`src/rtl/banked_memory_pkg.sv`:
```
// Shared definitions for the banked scratch/lookup memory.
//   state_t      : sequencer state encoding (INIT, READY)
//   width_of     : bit width needed to index n items (minimum 1)
//   addr_width   : flat address width for a banks x depth arrangement
package banked_memory_pkg;

    typedef enum logic {
        ST_INIT  = 1'b0,
        ST_READY = 1'b1
    } state_t;

    function automatic int width_of(input int n);
        return (n <= 1) ? 1 : $clog2(n);
    endfunction

    function automatic int addr_width(input int banks, input int depth);
        return width_of(banks) + width_of(depth);
    endfunction

endpackage

```
`src/rtl/banked_memory_mem_bank.sv`:
```
// Single-port synchronous memory bank, DEPTH words of DATA_W bits.
// Ports:
//   clk    : clock, rising edge
//   en     : access enable for this cycle
//   we     : 1 = write wdata to addr, 0 = read addr
//   addr   : word offset within the bank
//   wdata  : write data
//   rdata  : registered read data, updated on an enabled read only
module mem_bank
    import banked_memory_pkg::*;
#(
    parameter int DATA_W = 4,
    parameter int DEPTH  = 4,
    localparam int OFF_W = width_of(DEPTH)
) (
    input  logic              clk,
    input  logic              en,
    input  logic              we,
    input  logic [OFF_W-1:0]  addr,
    input  logic [DATA_W-1:0] wdata,
    output logic [DATA_W-1:0] rdata
);

    logic [DATA_W-1:0] mem [DEPTH];

    always_ff @(posedge clk) begin
        if (en) begin
            if (we) begin
                mem[addr] <= wdata;
            end else begin
                rdata <= mem[addr];
            end
        end
    end

endmodule

```
`src/rtl/banked_memory.sv`:
```
// Banked scratch/lookup memory with a built-in init sequencer.
// After reset every word is loaded with its own flat address (truncated to
// DATA_W), then requests are served with a one-cycle registered read.
// Ports:
//   clk          : clock, rising edge
//   rst          : synchronous active-high reset
//   ce           : chip enable, a request is accepted only when high
//   req_valid    : request strobe
//   req_ready    : block can accept a request this cycle
//   we           : 1 = write, 0 = read
//   addr         : flat address {bank, offset}
//   wdata        : write data
//   bank_en      : per-bank enable mask
//   rdata        : read data, 0 whenever rdata_valid is low
//   rdata_valid  : one-cycle pulse, read data present
//   err          : one-cycle pulse, accepted access hit a disabled bank
//   init_done    : init sequence complete
//
// state    | meaning
// ---------+-----------------------------------------------------------
// ST_INIT  | sequencer writes word n = n to every address, no requests
// ST_READY | requests accepted, one per cycle, until rst
module banked_memory
    import banked_memory_pkg::*;
#(
    parameter int NUM_BANKS  = 4,
    parameter int BANK_DEPTH = 4,
    parameter int DATA_W     = 4,
    localparam int BANK_W = width_of(NUM_BANKS),
    localparam int OFF_W  = width_of(BANK_DEPTH),
    localparam int ADDR_W = BANK_W + OFF_W
) (
    input  logic                 clk,
    input  logic                 rst,
    input  logic                 ce,
    input  logic                 req_valid,
    output logic                 req_ready,
    input  logic                 we,
    input  logic [ADDR_W-1:0]    addr,
    input  logic [DATA_W-1:0]    wdata,
    input  logic [NUM_BANKS-1:0] bank_en,
    output logic [DATA_W-1:0]    rdata,
    output logic                 rdata_valid,
    output logic                 err,
    output logic                 init_done
);

    state_t            state;
    logic [ADDR_W-1:0] init_cnt;
    logic [BANK_W-1:0] rd_bank;

    logic [BANK_W-1:0] req_bank;
    logic [OFF_W-1:0]  req_off;
    logic              req_bank_on;
    logic              accept;
    logic              init_wr;

    // Shared bank port, driven either by the init sequencer or the request.
    logic              port_en;
    logic              port_we;
    logic [BANK_W-1:0] port_bank;
    logic [OFF_W-1:0]  port_off;
    logic [DATA_W-1:0] port_wdata;

    logic [DATA_W-1:0] bank_rdata [NUM_BANKS];

    assign req_bank    = addr[ADDR_W-1:OFF_W];
    assign req_off     = addr[OFF_W-1:0];
    assign req_bank_on = bank_en[req_bank];

    // rst wins over everything, so nothing is accepted or written in a rst cycle.
    assign accept  = req_valid & req_ready & ce & ~rst;
    assign init_wr = (state == ST_INIT) & ~rst;

    always_comb begin
        port_en    = 1'b0;
        port_we    = 1'b0;
        port_bank  = req_bank;
        port_off   = req_off;
        port_wdata = wdata;
        if (init_wr) begin
            port_en    = 1'b1;
            port_we    = 1'b1;
            port_bank  = init_cnt[ADDR_W-1:OFF_W];
            port_off   = init_cnt[OFF_W-1:0];
            // Init value wraps when there are more words than 2^DATA_W.
            port_wdata = DATA_W'(init_cnt);
        end else if (accept && req_bank_on) begin
            port_en    = 1'b1;
            port_we    = we;
        end
    end

    for (genvar b = 0; b < NUM_BANKS; b++) begin : g_bank
        mem_bank #(
            .DATA_W (DATA_W),
            .DEPTH  (BANK_DEPTH)
        ) u_bank (
            .clk   (clk),
            .en    (port_en && (port_bank == BANK_W'(b))),
            .we    (port_we),
            .addr  (port_off),
            .wdata (port_wdata),
            .rdata (bank_rdata[b])
        );
    end

    always_ff @(posedge clk) begin
        if (rst) begin
            state       <= ST_INIT;
            init_cnt    <= '0;
            req_ready   <= 1'b0;
            init_done   <= 1'b0;
            rdata_valid <= 1'b0;
            rd_bank     <= '0;
            err         <= 1'b0;
        end else begin
            rdata_valid <= accept & ~we & req_bank_on;
            err         <= accept & ~req_bank_on;
            if (accept) begin
                rd_bank <= req_bank;
            end
            case (state)
                ST_INIT: begin
                    init_cnt <= init_cnt + 1'b1;
                    // Address space is exactly 2^ADDR_W words, so all-ones is the last.
                    if (&init_cnt) begin
                        state     <= ST_READY;
                        req_ready <= 1'b1;
                        init_done <= 1'b1;
                    end
                end
                ST_READY: begin
                    state <= ST_READY;
                end
                default: begin
                    state <= ST_INIT;
                end
            endcase
        end
    end

    // Bank output registers hold stale data; present 0 outside a valid pulse.
    always_comb begin
        rdata = '0;
        if (rdata_valid) begin
            rdata = bank_rdata[rd_bank];
        end
    end

endmodule

```
`config.mk`:
```
export PLATFORM = sky130hd
export DESIGN_NAME = banked_memory
export DESIGN_NICKNAME = d
export VERILOG_FILES = /design/src/rtl/banked_memory_pkg.sv /design/src/rtl/banked_memory_mem_bank.sv /design/src/rtl/banked_memory.sv
export SDC_FILE = /design/constraint.sdc
export NUM_CORES = 1
export LEC_CHECK = 0
export BUFFER_PORTS_ARGS = -buffer_cell sky130_fd_sc_hd__clkbuf_2
export CORE_MARGIN = 5
export CORE_UTILIZATION = 35
export CTS_CLUSTER_DIAMETER = 40
export CTS_CLUSTER_SIZE = 30
export DETAILED_ROUTE_END_ITERATION = 16
export SLEW_MARGIN = 10
export SYNTH_ARGS = -nofsm -noshare
export SYNTH_HDL_FRONTEND = slang
export SYNTH_HIERARCHICAL = 1
export SYNTH_SLANG_ARGS = --single-unit
```
`constraint.sdc`:
```
create_clock -name clk -period 2.25 [get_ports clk]
set_input_delay 0.225 -clock clk [delete_from_list [all_inputs] [get_ports clk]]
set_output_delay 0.225 -clock clk [all_outputs]
set_load 0.005 [all_outputs]
```
==> flow_summary_export.csv, run 1 <==
group,metric,value,unit
timing,slew_headroom,61.2,%
worst_setup_path,worstSetupStartpointType,"register",
power,vdd_drop_max,0.296,mV
power,power_density,763,nW/um^2
worst_setup_path,cp-endpoint,"g_bank[1].u_bank/rdata[0]$_DFFE_PP_",
worst_setup_path,worstReg2RegEnd,"g_bank[1].u_bank/rdata[0]$_DFFE_PP_",
power,p_int,2.52,mW
routing,drc,0,
placement,dp_hpwl,4.43,mm
worst_setup_path,path_cells,"and4b_1 -> a41oi_2 -> nor2_1 -> nor2b_1",
clocking,post_cts_buffers,0,
logic_synthesis,synth_ff_type,"edfxtp_1",
global_route,antenna_found_initial,0,
timing,finalSetupTns,0,ps
cells_and_area,regArea,2600,sq um
routing,drt-initial-drc-count,115,
run_status,status,"finished, final reports clean",
floorplan,rows,37,
timing,final_period_minus_worst_setup_slack,2030,ps
routing,dr.pass1.iters,4,
power,p_leak,1.42,nW
cells_and_area,multi_input_area,1020,sq um
routing,num_vias,1834,
worst_setup_path,r2r_cells,4,
logic_synthesis,synth_edf_count,80,
logic_synthesis,syn_area,3700,sq um
logic_synthesis,synth_seq_area_share,70.4,%
floorplan,fp.dieH,113,um
placement,globalplace.congestion,0.745,
cells_and_area,fin_cells,372,
global_route,overflow,0,
worst_setup_path,crit_arrival,2040,ps
floorplan,core_area,10300,sq um
routing,detail-route-antenna-nets,0,
min_path,hold_path.class,"in -> reg",
floorplan,initial_core_util,35.8,%
logic_synthesis,ys_async_sr_fraction,0,%
global_route,grt_pass1_vias,1905,
logic_synthesis,syn-instance-count,199,
worst_setup_path,cp_max_fo,9,
placement,placedCellCount,356,
clocking,cts_buffers,9,
cells_and_area,drive_above_1_share,37.3,%
worst_setup_path,crit_path_max_incr_delay,410,ps
floorplan,fp.dieArea,12700,sq um
clocking,clock-sinks,90,
worst_setup_path,cp_slowest_cell,"and4b_1",
global_route,grt_pass1_wl,10.3,mm
timing,worst_slack,224,ps
clocking,path_clk_slew,90,ps
flow_run,drv_cap,0,
routing,vias_per_cell,4.93,
timing,rsz0062_at_grt,"no",
worst_setup_path,r2r_start,"init_done$_SDFFE_PP0P_",
power,comb_power_share,6.9,%
placement,place_ws,146,ps
logic_synthesis,syn_nets,217,
global_route,grt.total_usage,10.8,%
floorplan,pin_count,25,
clocking,holdBufCountCts,0,
logic_synthesis,syn_area_per_cell,18.6,sq um
placement,port_buffers,24,
worst_setup_path,crit_start,"init_done$_SDFFE_PP0P_",
logic_synthesis,yosysWarningCount,6,
floorplan,die_w,113,um
power,p_seq_share,58.6,%
routing,avgRoutedWirePerCell,17.2,um
timing,fmaxAchievable,494,MHz
timing,max_slew.worst_pin.slew,582,ps
clocking,cts-root-buf,"clkbuf_8",
timing,min_period_over_period,90.0,%
power,switching_share,20.8,%
cells_and_area,nNetsFinal,249,
timing,finalHoldViolCount,0,
clocking,clkLatencyLatePin,350,ps
clocking,cts_max_level,3,
cells_and_area,nFillCells,926,
logic_synthesis,yosys.cell_types.count,34,
power,netSwitchingPower,0.664,mW
logic_synthesis,ys_ff_latch,90,
timing,final.setup_skew,9.91,ps
clocking,cts_tree,"built",
timing,setup_viol,0,
cells_and_area,synthToLayoutAreaGrowth,13.0,%
worst_setup_path,critPathKind,"reg -> reg",
worst_setup_path,reg2reg_setup_slack,220,ps
clocking,clk_path_buf_depth,2,
routing,wl,6.39,mm
power,clkPwrFrac,34.6,%
timing,slew_violations,0,
global_route,grt_start_max_net_pins,33,
cells_and_area,num_antenna_cells,0,
clocking,cts_resized,0,
worst_setup_path,crit_required,2270,ps
worst_setup_path,setup.worst_path.end_class,"register",
==> worst min-delay path by stage <==
stage | from | endpoint | slack, ps | depth (start not counted)
3_5_place_dp | we | rdata_valid$_SDFF_PP0_ | 440 | 2
3_3_place_gp | we | rdata_valid$_SDFF_PP0_ | 450 | 2
6_report | we | rdata_valid$_SDFF_PP0_ | 80 | 2
4_1_cts | we | rdata_valid$_SDFF_PP0_ | 60 | 2
5_1_grt | we | rdata_valid$_SDFF_PP0_ | 60 | 2
2_1_floorplan | we | rdata_valid$_SDFF_PP0_ | 300 | 1
==> cell usage after synthesis (2+ instances only) <==
cell	count	area, sq um
a41oi_2	2	32.5
and2_1	4	25.0
and4_2	4	40.0
and4b_2	8	90.1
and4bb_2	4	50.1
buf_2	2	10.0
buf_6	4	45.0
dfxtp_1	10	200
edfxtp_1	80	2400
inv_1	2	7.51
mux2i_1	2	20.0
mux4_2	21	473
nand2_1	17	63.8
nand2b_1	2	12.5
nand3_1	2	10.0
nor2_1	11	41.3
nor2b_1	5	31.3
o21ai_0	2	10.0
xor2_1	2	17.5
==> area by class of cell <==
class | count | area share [%]
Multi-Input combinational cell | 98 | 24.3
Sequential cell | 90 | 62.3
Inverter | 2 | 0.180
Timing Repair Buffer | 30 | 4.25
Clock inverter | 5 | 1.26
Clock buffer | 11 | 3.62
Tap cell | 136 | 4.07
==> metal layers <==
layer / track usage (%) / routed length [um] / part of all wire [%] / vias to the layer above
met5: 0 / 0 / 0 / -
met4: 6.25 / 175 / 2.7 / 0
met3: 1.60 / 110 / 1.7 / 13
met2: 17.6 / 3290 / 51 / 23
met1: 13.8 / 2820 / 44 / 932
li1: - / - / - / 866
==> through the flow <==
stage	utilization, %	cell area [sq um]	power, mW	hold WS (ps)
floorplan	-	3700	2.06	297
global placement	38.5	3980	2.12	452
detailed placement	38.5	3980	2.13	444
CTS	40.5	4180	3.23	56.3
global route	40.5	4180	3.31	63.1
finish	40.5	4180	3.19	77.9
==> critical path: cells and delay by family, from the launching register on <==
family / cells / cell delay, ps
AOI/OAI and AO/OA: 1 / 170
DFF: 1 / 400
and+or+nand+nor: 3 / 1120
==> state kept, by name, summed over array words and instances, names as in the netlist <==
name and cells:
state 1, init_done 1, err 1, init_cnt 4
g_bank.u_bank/mem 64, rd_bank 2, rdata_valid 1, g_bank.u_bank/rdata 16
==> layout by cell type (no fill, tap or decap), drive strengths merged, types with 2 or more instances in the layout <==
master and n:
nand3 2, xor2 2, mux2i 2, nand2b 2, and2 4, and4b 9, inv 2, o21ai 2
clkinv 3, nand2 17, and4 4, dfxtp 10, mux4 21, clkbuf 35, edfxtp 80, and4bb 4
a41oi 3, buf 6, nor2 11, nor2b 5
==> power groups by stage <==
stage          clock network (mW)  registers (mW)  logic, mW
2_1_floorplan                   0            1.90      0.161
3_3_place_gp                    0            1.91      0.218
3_5_place_dp                    0            1.91      0.221
4_1_cts                      1.14            1.87      0.222
5_1_grt                      1.20            1.87      0.243
6_report                     1.10            1.87      0.219
==> kinds of logic (layout without fill, tap and decap cells) <==
family                     after synthesis  in the layout  synth area share (%)
AOI/OAI and AO/OA                        7              7                  1.73
and+or+nand+nor                         63             63                  11.1
buffers and inverters                   11             48                  2.13
DFF                                     90             90                  70.4
muxes                                   24             24                  13.6
xor gates and xnor gates                 3              3                 0.711
adders and majority gates                1              1                 0.338
Note: power is estimated with default switching activity, not from simulation.
==> run 2: changes to the inputs <==
--- a/config.mk
+++ b/config.mk
@@ -6,11 +6,15 @@
 export NUM_CORES = 1
 export LEC_CHECK = 0
 export BUFFER_PORTS_ARGS = -buffer_cell sky130_fd_sc_hd__clkbuf_2
+export CELL_PAD_IN_SITES_DETAIL_PLACEMENT = 1
+export CELL_PAD_IN_SITES_GLOBAL_PLACEMENT = 1
 export CORE_MARGIN = 5
 export CORE_UTILIZATION = 35
 export CTS_CLUSTER_DIAMETER = 40
 export CTS_CLUSTER_SIZE = 30
 export DETAILED_ROUTE_END_ITERATION = 16
+export PLACE_DENSITY = 0.69
+export RECOVER_POWER = 100
 export SLEW_MARGIN = 10
 export SYNTH_ARGS = -nofsm -noshare
 export SYNTH_HDL_FRONTEND = slang
==> run 2 against run 1 <==
- first-iteration DRC count rose by 14%
- critical endpoint is now g_bank[1].u_bank/mem[1][2]$_DFFE_PP_
- worst setup slack improved by 30 ps
- via count did not move
- sequential power barely moved
- die area did not move
- power rose by 6.9%
==> flow_summary_export.csv, run 2 (synthesized netlist as in run 1, its figures left out) <==
group,metric,value,unit
routing,detail-route-antenna-nets,0,
worst_setup_path,cp_max_fo,9,
cells_and_area,fin_cells,373,
global_route,grt.total_usage,12.1,%
cells_and_area,largest_registers,"g_bank.u_bank/mem (64), g_bank.u_bank/rdata (16), init_cnt (4)",
power,p_leak,1.44,nW
clocking,cts_tree,"built",
power,vdd_drop_max,0.352,mV
timing,final.setup_skew,11.3,ps
clocking,cts-root-buf,"clkbuf_8",
timing,slew_headroom,54.8,%
routing,num_vias,1834,
worst_setup_path,critPathKind,"reg -> reg",
routing,avgRoutedWirePerCell,18.9,um
clocking,clk_path_buf_depth,2,
worst_setup_path,reg2reg_setup_slack,250,ps
routing,drc,0,
flow_run,drv_cap,0,
placement,dp_hpwl,4.80,mm
cells_and_area,mostFrequentLayoutCell,"edfxtp_1",
cells_and_area,drive_above_1_share,28.3,%
floorplan,pin_count,25,
floorplan,initial_core_util,35.8,%
run_status,status,"finished, final reports clean",
routing,wl,7.03,mm
global_route,overflow,0,
timing,whs,86.6,ps
power,power_density,812,nW/um^2
worst_setup_path,crit_arrival,2050,ps
global_route,grt_pass1_wl,11.3,mm
cells_and_area,num_antenna_cells,0,
clocking,cts_max_level,3,
placement,placedCellCount,357,
floorplan,die_w,113,um
timing,min_period_over_period,88.7,%
min_path,hold_start,"we",
routing,vias_per_cell,4.92,
floorplan,fp.dieH,113,um
timing,slew_violations,0,
clocking,post_cts_buffers,0,
min_path,hold_end,"rdata_valid$_SDFF_PP0_",
floorplan,core_area,10300,sq um
floorplan,rows,37,
routing,drt-initial-drc-count,131,
worst_setup_path,crit_required,2300,ps
placement,port_buffers,24,
clocking,cts_resized,0,
clocking,clock-sinks,90,
worst_setup_path,r2r_cells,4,
cells_and_area,nNetsFinal,250,
worst_setup_path,r2r_start,"init_done$_SDFFE_PP0P_",
placement,globalplace.congestion,0.703,
clocking,path_clk_slew,90,ps
min_path,hold_path.class,"in -> reg",
timing,final_period_minus_worst_setup_slack,2000,ps
worst_setup_path,worstReg2RegEnd,"g_bank[1].u_bank/mem[1][2]$_DFFE_PP_",
clocking,holdBufCountCts,0,
cells_and_area,layout_common_cells,"edfxtp_1 (80), clkbuf_2 (22), mux4_2 (21)",
timing,fmaxAchievable,501,MHz
timing,finalSetupTns,0,ps
routing,dr.pass1.iters,4,
global_route,grt_pass1_vias,1995,
global_route,antenna_found_initial,0,
cells_and_area,largest_reg_flops,64,
worst_setup_path,worstSetupStartpointType,"register",
cells_and_area,synthToLayoutAreaGrowth,13.4,%
cells_and_area,top_register,"g_bank.u_bank/mem",
timing,finalHoldViolCount,0,
clocking,clkLatencyLatePin,360,ps
timing,max_slew.worst_pin.slew,676,ps
worst_setup_path,setup.worst_path.end_class,"register",
timing,setup_viol,0,
min_path,holdPathStages,2,
global_route,grt_start_max_net_pins,33,
clocking,cts_buffers,9,
floorplan,fp.dieArea,12700,sq um
timing,rsz0062_at_grt,"no",
==> run 2: changes by cell type in the layout (fill, tap and decap cells not counted), sizes merged <==
cell / delta
bufinv: +2
buf: -1
clkinv: -1
inv: +1
==> run 2: cell type report <==
| cell class | count | area, sq um |
|---|---|---|
| clock buffer | 9 | 124 |
| inverter | 2 | 7.51 |
| clock inverter | 7 | 116 |
| tap | 136 | 170 |
| multi-input combinational | 98 | 987 |
| timing repair buffer | 31 | 188 |
| sequential | 90 | 2600 |
| fill | 1015 | 6130 |
==> run 2: worst max-delay path by stage <==
stage,depth (start not counted),end,start
2_1_floorplan,6,g_bank[0].u_bank/mem[0][0]$_DFFE_PP_,state$_SDFF_PP0_
3_5_place_dp,5,g_bank[1].u_bank/rdata[1]$_DFFE_PP_,rst
5_1_grt,4,g_bank[3].u_bank/rdata[2]$_DFFE_PP_,init_done$_SDFFE_PP0P_
6_report,4,g_bank[1].u_bank/mem[1][2]$_DFFE_PP_,init_done$_SDFFE_PP0P_
3_3_place_gp,5,g_bank[1].u_bank/rdata[3]$_DFFE_PP_,rst
4_1_cts,4,g_bank[1].u_bank/rdata[2]$_DFFE_PP_,init_done$_SDFFE_PP0P_
==> run 2: metrics by stage <==
| stage | util (%) | power [mW] | setup WS (ps) | instance area, sq um |
|---|---|---|---|---|
| 6_report | 40.6 | 3.41 | 254 | 4200 |
| 5_1_grt | 40.6 | 3.54 | 77.9 | 4200 |
| 4_1_cts | 41.0 | 3.44 | 237 | 4240 |
| 3_5_place_dp | 38.7 | 2.14 | 199 | 4000 |
| 3_3_place_gp | 38.7 | 2.14 | 225 | 4000 |
| 2_1_floorplan | - | 2.06 | 108 | 3700 |
==> run 2: worst max-delay path, stage by stage (launching register included) <==
cell and delay (ps):
dfxtp_1 400, and4b_1 390, a41oi_1 180, nor2_1 340, and4b_1 370
==> run 2: power breakdown <==
group          internal [mW]  switching (mW)  total [mW]
combinational          0.103           0.128       0.231
clock                  0.738           0.570        1.31
sequential              1.86          0.0109        1.87
==> run 2: layer usage <==
metal / share of wire, % / routed length (um) / vias to the layer above / track usage [%]
met2: 50 / 3490 / 19 / 18.8
met4: 2.0 / 139 / 0 / 5.77
met1: 46 / 3200 / 941 / 15.8
met5: 0 / 0 / - / 0
li1: - / - / 866 / -
met3: 2.8 / 197 / 8 / 3.05
